==> src/rtl/bus_arbiter_n.sv <==
// N-master bus arbiter: fixed-priority or round-robin selection, registered one-hot ack.
// Define ARB_TENURE_LIMIT_EN to compile in tenure-limit preemption with per-master lock.
module bus_arbiter_n #(
   parameter int unsigned N_MASTERS  = 4,
   parameter int unsigned MAX_TENURE = 8,
   localparam int unsigned ID_W      = $clog2(N_MASTERS)
) (
   input  logic                 clk,
   input  logic                 reset_n,
   input  logic [N_MASTERS-1:0] req,
   input  logic [N_MASTERS-1:0] lock,
   input  logic                 rr_mode,
   output logic [N_MASTERS-1:0] ack,
   output logic [ID_W-1:0]      grant_id,
   output logic                 bus_busy
);

`ifdef ARB_TENURE_LIMIT_EN
   typedef enum logic [1:0] {StIdle, StGrant, StPreempt} state_e;
   localparam logic [7:0] TenureLast = 8'(MAX_TENURE - 1);
`else
   typedef enum logic [0:0] {StIdle, StGrant} state_e;
   localparam int unsigned unused_max_tenure = MAX_TENURE;
   logic unused_lock;
   assign unused_lock = ^lock;
`endif

   state_e                 state_q, state_d;
   logic [ID_W-1:0]        owner_q, owner_d;
   logic [ID_W-1:0]        ptr_q, ptr_d;
`ifdef ARB_TENURE_LIMIT_EN
   logic [7:0]             tenure_q, tenure_d;
   logic [7:0]             tenure_sat;
`endif
   logic [N_MASTERS-1:0]   owner_oh;
   logic [N_MASTERS-1:0]   others;
   logic [ID_W:0]          win_all;
   logic [ID_W:0]          win_oth;

   // Returns {found, index}; round-robin search starts just after ptr.
   function automatic logic [ID_W:0] pick(input logic [N_MASTERS-1:0] cand,
                                           input logic rr, input logic [ID_W-1:0] ptr);
      logic            found;
      logic [ID_W-1:0] idx;
      logic [ID_W-1:0] idx_c;
      logic [31:0]     j;
      found = 1'b0;
      idx   = '0;
      for (int unsigned i = 0; i < N_MASTERS; i++) begin
         j     = rr ? (32'(ptr) + i + 32'd1) % N_MASTERS : i;
         idx_c = j[ID_W-1:0];
         if (!found && cand[idx_c]) begin
            found = 1'b1;
            idx   = idx_c;
         end
      end
      return {found, idx};
   endfunction

   assign owner_oh = N_MASTERS'(1) << owner_q;
   assign others   = req & ~owner_oh;
   assign win_all  = pick(req, rr_mode, ptr_q);
   assign win_oth  = pick(others, rr_mode, ptr_q);
`ifdef ARB_TENURE_LIMIT_EN
   assign tenure_sat = (tenure_q == TenureLast) ? tenure_q : tenure_q + 8'd1;
`endif

   always_comb begin
      state_d = state_q;
      owner_d = owner_q;
      ptr_d   = ptr_q;
`ifdef ARB_TENURE_LIMIT_EN
      tenure_d = tenure_q;
`endif
      case (state_q)
         StIdle: begin
            if (win_all[ID_W]) begin
               state_d = StGrant;
               owner_d = win_all[ID_W-1:0];
               ptr_d   = win_all[ID_W-1:0];
`ifdef ARB_TENURE_LIMIT_EN
               tenure_d = 8'd0;
`endif
            end
         end
         StGrant: begin
            if (!req[owner_q]) begin
               // Handover straight to the next winner, no dead cycle.
               if (win_oth[ID_W]) begin
                  owner_d = win_oth[ID_W-1:0];
                  ptr_d   = win_oth[ID_W-1:0];
`ifdef ARB_TENURE_LIMIT_EN
                  tenure_d = 8'd0;
`endif
               end else begin
                  state_d = StIdle;
               end
            end else begin
`ifdef ARB_TENURE_LIMIT_EN
               if (!lock[owner_q] && tenure_q == TenureLast && |others) begin
                  state_d = StPreempt;
               end else begin
                  tenure_d = tenure_sat;
               end
`endif
            end
         end
`ifdef ARB_TENURE_LIMIT_EN
         StPreempt: begin
            // owner_q still holds the preempted master here.
            tenure_d = 8'd0;
            if (win_oth[ID_W]) begin
               state_d = StGrant;
               owner_d = win_oth[ID_W-1:0];
               ptr_d   = win_oth[ID_W-1:0];
            end else if (req[owner_q]) begin
               state_d = StGrant;
               ptr_d   = owner_q;
            end else begin
               state_d = StIdle;
            end
         end
`endif
         default: state_d = StIdle;
      endcase
   end

   always_ff @(posedge clk or negedge reset_n) begin
      if (!reset_n) begin
         state_q <= StIdle;
         owner_q <= '0;
         ptr_q   <= ID_W'(N_MASTERS - 1);
`ifdef ARB_TENURE_LIMIT_EN
         tenure_q <= 8'd0;
`endif
      end else begin
         state_q <= state_d;
         owner_q <= owner_d;
         ptr_q   <= ptr_d;
`ifdef ARB_TENURE_LIMIT_EN
         tenure_q <= tenure_d;
`endif
      end
   end

   always_comb begin
      bus_busy = (state_q == StGrant);
      ack      = bus_busy ? owner_oh : '0;
      grant_id = bus_busy ? owner_q : '0;
   end

endmodule

==> config.mk <==
export PLATFORM = sky130hd
export DESIGN_NAME = bus_arbiter_n
export DESIGN_NICKNAME = d
export VERILOG_FILES = /design/src/rtl/bus_arbiter_n.sv
export SDC_FILE = /design/constraint.sdc
export NUM_CORES = 1
export LEC_CHECK = 0
export ABC_AREA = 1
export BUFFER_PORTS_ARGS = -buffer_cell sky130_fd_sc_hd__buf_2
export CAP_MARGIN = 20
export CORE_AREA = 4 4 48 50
export CTS_BUF_LIST = sky130_fd_sc_hd__clkbuf_8 sky130_fd_sc_hd__clkbuf_16
export DETAILED_ROUTE_END_ITERATION = 6
export DIE_AREA = 0 0 52 54
export PLACE_DENSITY = 0.65
export SYNTH_ARGS = -nofsm -noshare
export SYNTH_HDL_FRONTEND = slang
export SYNTH_SLANG_ARGS = --single-unit
==> constraint.sdc <==
create_clock -name clk -period 3.95 [get_ports clk]
set_input_delay 0 -clock clk [delete_from_list [all_inputs] [get_ports clk]]
set_output_delay 0 -clock clk [all_outputs]
set_load 0.1 [all_outputs]
# Yosys cells after proc, flatten, opt, wreduce, memory -nomap -nowiden
# Cells that the tools add are included.
dict set report classes {
  n_addsub 6
  n_lt_le_gt_ge 5
  eq_ne 3
  n_shift 1
  n_mux 48
  bitwise 3
  n_reduce_logical 13
}
# cell count
set op_table {}
lappend op_table {{2-to-1 mux 2 bit} 16}
lappend op_table {{2-to-1 mux 1 bit} 20}
lappend op_table {{binary-select mux 1 bit (select 2 bit)} 9}
lappend op_table {{< comparator 2 x 3 -> 1 bit (second input constant)} 5}
lappend op_table {{adder 2 x 1 -> 2 bit (second input constant)} 4}
lappend op_table {{logical AND 1 bit} 6}
lappend op_table {{logical NOT 1 bit} 6}
lappend op_table {{adder 2 bit (second input constant)} 2}
lappend op_table {{AND 4 bit} 1}
lappend op_table {{2-to-1 mux 4 bit} 1}
lappend op_table {{inequality test 2 bit (second input constant)} 2}
lappend op_table {{inverter 4 bit} 1}
lappend op_table {{one-hot mux 2 bit (2 select lines)} 1}
lappend op_table {{left shift 1 x 2 -> 4 bit (first input constant)} 1}
lappend op_table {{AND reduction 3 bit} 1}
lappend op_table {{inequality test 2 x 1 -> 1 bit (second input constant)} 1}
lappend op_table {{one-hot mux 1 bit (2 select lines)} 1}
lappend op_table {{inverter 1 bit} 1}
dict set report totals {
  register_bits 5
}

# Longest topological paths before layout
dict set report depth {
  word_depth 18
  ltp_mapped 14
  mapped_depth_nobuf 13
}

# Worst setup path after synthesis
# OpenSTA, ideal clock, no wires.
dict set report synth_timing {
  path_kind {register to output}
  start {reg state_q, in the netlist bus_busy}
  end {out ack[0]}
  arrival_time_ns 2.579
  setup_slack_ns 1.371
  path_stages_with_launch 3
  path_buffers 0
  path_cell_list {dfrtp_1 > inv_1 > nor2_1}
}
dict set report synth_between {
  elab_chain_cells 1
}
# element line
set synth_rtl {}
lappend synth_rtl {{start, declared} 28} ;# state_e state_q, state_d;
lappend synth_rtl {{start signal, assigned} 130} ;# state_q <= StIdle;
lappend synth_rtl {{start signal, assigned} 137} ;# state_q <= state_d;
lappend synth_rtl {{2-to-1 mux 4 bit} 148} ;# ack = bus_busy ? owner_oh : '0;
lappend synth_rtl {{end, declared} 13} ;# output logic [N_MASTERS-1:0] ack,
# Every way passes these cells.

# Worst setup path in the final report
dict set report layout_timing {
  start {reg ptr_q[1]}
  end {reg owner_q[0]}
}
dict set report layout_between {
  elab_chain_cells 17
  elab_cells_between_ends 61
  classes_between {add/sub: 6; eq/ne: 2; mux: 40; reduce/logical: 13}
}
# element line
set layout_rtl {}
lappend layout_rtl {{start, declared} 30} ;# logic [ID_W-1:0] ptr_q, ptr_d;
lappend layout_rtl {{start signal, assigned} 132} ;# ptr_q <= ID_W'(N_MASTERS - 1);
lappend layout_rtl {{start signal, assigned} 139} ;# ptr_q <= ptr_d;
lappend layout_rtl {{parallel branches: the longest is 17 deep, another holds adder 2 x 1 -> 2 bit} n/a}
lappend layout_rtl {{end signal, assigned} 138} ;# owner_q <= owner_d;
lappend layout_rtl {{end, declared} 29} ;# logic [ID_W-1:0] owner_q, owner_d;
# Several ways; the timed one is not identified. The select of a mux whose other input is x is not followed.
# A chain may end at the register's enable or synchronous reset.

==> flow_metrics.env <==
export IMPL_status="finished clean"
export IMPL_cp_required_ns=4.04
export IMPL_wl_mm=2.19
export IMPL_synth_area_leaders="nand2_1 33%, nand3_1 17%, dfrtp_1 9.3%, nor2_1 7.0%, dfstp_2 6.5%"
export IMPL_grt_pass1_vias=916
export IMPL_wire_per_inst_microns=11.0
export IMPL_start_kind="flip-flop"
export IMPL_worst_path_max_fanout=6
export IMPL_min_period_ns=2.02
export IMPL_dp_cells=195
export IMPL_avgViaCountPerCell=5.16
export IMPL_syn_inst=157
export IMPL_place_gp_congestion=0.912
export IMPL_max_freq_mhz=494
export IMPL_start_util_pct=42.6
export IMPL_r2r_start="ptr_q[1]$_DFFE_PN1P_"
export IMPL_drt_pass1_iter_count=4
export IMPL_synth_ff_latch_count=5
export IMPL_finClkSkew_ns=0.00368
export IMPL_synth_edf_count=0
export IMPL_syn_area_sq_um=810
export IMPL_post_cts_buffers=0
export IMPL_std_cell_rows=16
export IMPL_ys_top_cells_by_count="71 x nand2_1, 28 x nand3_1, 15 x nor2_1"
export IMPL_path_clk_slew_ns=0.04
export IMPL_drive_above_1_share_pct=17.3
export IMPL_clk_path_buf_depth=2
export IMPL_cts_made_buffers=3
export IMPL_synth_fp_nets=168
export IMPL_worst_r2r_endpoint="owner_q[0]$_DFFE_PN0P_"
export IMPL_synth_async_reset_ratio_pct=100
export IMPL_antenna_found_initial=0
export IMPL_reg2reg_depth=10
export IMPL_fillers=206
export IMPL_nets=185
export IMPL_rsz0062_at_grt="false"
export IMPL_ant_nets=0
export IMPL_critPathArrivalTime_ns=2.12
export IMPL_port_buffers=13
export IMPL_period_share_pct=51.2
export IMPL_grt_max_degree=14
export IMPL_fp_dieArea_sq_mm=0.00281
export IMPL_ios=18
export IMPL_grt_first_pass_wirelength_mm=3.82
export IMPL_finalSetupViolCount=0
export IMPL_vias=1032
export IMPL_tightestPinTransition_ns=0.490
export IMPL_hpwl_mm=1.74
export IMPL_ys_seq_area_share_pct=15.8
export IMPL_vdd_ir_drop_max_mv=0.739
export IMPL_critPathKind="reg2reg"
export IMPL_p_leak_nw=0.569
export IMPL_diodes=0
export IMPL_core_area_sq_mm=0.00190
export IMPL_tns_ns=0
export IMPL_grt_usage_pct=17.3
export IMPL_yosys_area_top_type="nand2_1"
export IMPL_fin_cells=200
export IMPL_synthDistinctLibCells=21
export IMPL_clk_latency_ns=0.22
export IMPL_fp_dieH_microns=54
export IMPL_route_detailed_drc=0
export IMPL_yosysWarnings=0
export IMPL_finalPower_w=0.000871
export IMPL_drt_initial_drc_count=61
export IMPL_timing_slew_headroom_pct=67.6
export IMPL_hold_ws_ns=0.109
export IMPL_synth_top_flop_cell="dfrtp_1"
export IMPL_hold_violations=0
export IMPL_syn_to_final_growth_pct=16.7
export IMPL_crit_path_end_kind="flip-flop"
export IMPL_die_w_microns=52
export IMPL_synth_avg_cell_area_sq_um=5.16
export IMPL_ctsHtreeMaxLevel=1
export IMPL_rrSetupSlack_ns=1.93
export IMPL_clock_sinks=5
export IMPL_cts_tree="built"
export IMPL_powerDensity_mw_per_mm2=922
export IMPL_grt_overflow=0
export IMPL_synth_most_common_cell="nand2_1"
export IMPL_drv_slew=0
export IMPL_hp_class="in2async"
export IMPL_cts_root_buffer="clkbuf_8"
export IMPL_cap_violations=0
export IMPL_yosysTopAreaCellShare_pct=32.9
==> metrics by stage <==
stage	area, sq um	utilization (%)	worst slack (ns)
floorplan	810	-	1.37
finish	945	49.7	1.93
global route	945	49.7	1.81
detailed placement	890	46.8	1.95
CTS	945	49.7	1.93
global placement	890	46.8	2.00
==> routing by layer <==
layer  part of all wire (%)  wire length (microns)  up-vias  global-route usage [%]
li1                       -                      -      535                       -
met4                      0                      0        0                    5.68
met5                      0                      0        -                       0
met2                     48                   1040       42                    30.8
met1                     46                   1010      455                    21.6
met3                    6.3                    138        0                    1.94
==> flip-flops by register name, summed over array words and instances (netlist names) <==
name and count:
owner_q 2, ptr_q 2, bus_busy 1
==> worst max path at each step <==
stage / from / to / slack, ns / depth (start not counted)
4_1_cts: ptr_q[1]$_DFFE_PN1P_ / owner_q[0]$_DFFE_PN0P_ / 1.93 / 10
6_report: ptr_q[1]$_DFFE_PN1P_ / owner_q[0]$_DFFE_PN0P_ / 1.93 / 10
2_1_floorplan: bus_busy$_DFF_PN0_ / ack[0] / 1.37 / 2
3_3_place_gp: ptr_q[1]$_DFFE_PN1P_ / owner_q[0]$_DFFE_PN0P_ / 2.00 / 10
3_5_place_dp: ptr_q[1]$_DFFE_PN1P_ / owner_q[0]$_DFFE_PN0P_ / 1.95 / 10
5_1_grt: ptr_q[0]$_DFFE_PN1P_ / owner_q[0]$_DFFE_PN0P_ / 1.81 / 12
==> placed cells by master (no fill, tap or decap), types with 2 or more instances in the layout <==
cell type / count
a21oi_1: 3
nand4_1: 4
nand2_2: 3
inv_2: 3
nor2_1: 15
clkbuf_8: 3
inv_1: 14
dfstp_2: 2
nand3_1: 28
nand2_4: 2
dfrtp_1: 3
nand2_1: 71
buf_2: 13
==> where the power goes <==
group          switching [W]  leakage, nW  total (W)  internal, W
Sequential         0.0000343       0.0551   0.000115    0.0000810
Combinational       0.000512        0.487   0.000666     0.000154
Clock              0.0000230       0.0269  0.0000895    0.0000664
==> cell type report <==
| class | count | area (sq um) | share of cell area, % |
|---|---|---|---|
| Clock buffer | 3 | 41.3 | 4.37 |
| Clock inverter | 1 | 3.75 | 0.397 |
| Inverter | 16 | 60.1 | 6.36 |
| Multi-Input combinational cell | 134 | 603 | 63.8 |
| Sequential cell | 5 | 128 | 13.5 |
| Tap cell | 27 | 33.8 | 3.58 |
| Timing Repair Buffer | 14 | 75.1 | 7.95 |
==> kinds of logic after synthesis <==
family,share of synthesized area [%]
and+or+nand+nor,69.2
buffers and inverters,9.74
AOI/OAI and AO/OA,5.25
DFF,15.8
==> what timing repair did <==
| action | CTS | global route |
|---|---|---|
| gates resized for setup | 0 | 0 |
| hold buffers | 1 | 0 |
| endpoints found under the hold margin | 5 | 0 |
| endpoints found under the setup margin | 0 | 0 |
==> critical path: stages, from the launching register on <==
cell and delay, ns:
dfstp_2 0.58, nor2_1 0.06, nor2_1 0.36, nand2_1 0.11
nand2_1 0.10, nand3_1 0.11, or2_4 0.26, nand2_4 0.08
nand2_2 0.06, nand2_1 0.10, nand2_1 0.07
Note: power is estimated with default switching activity, not from simulation.
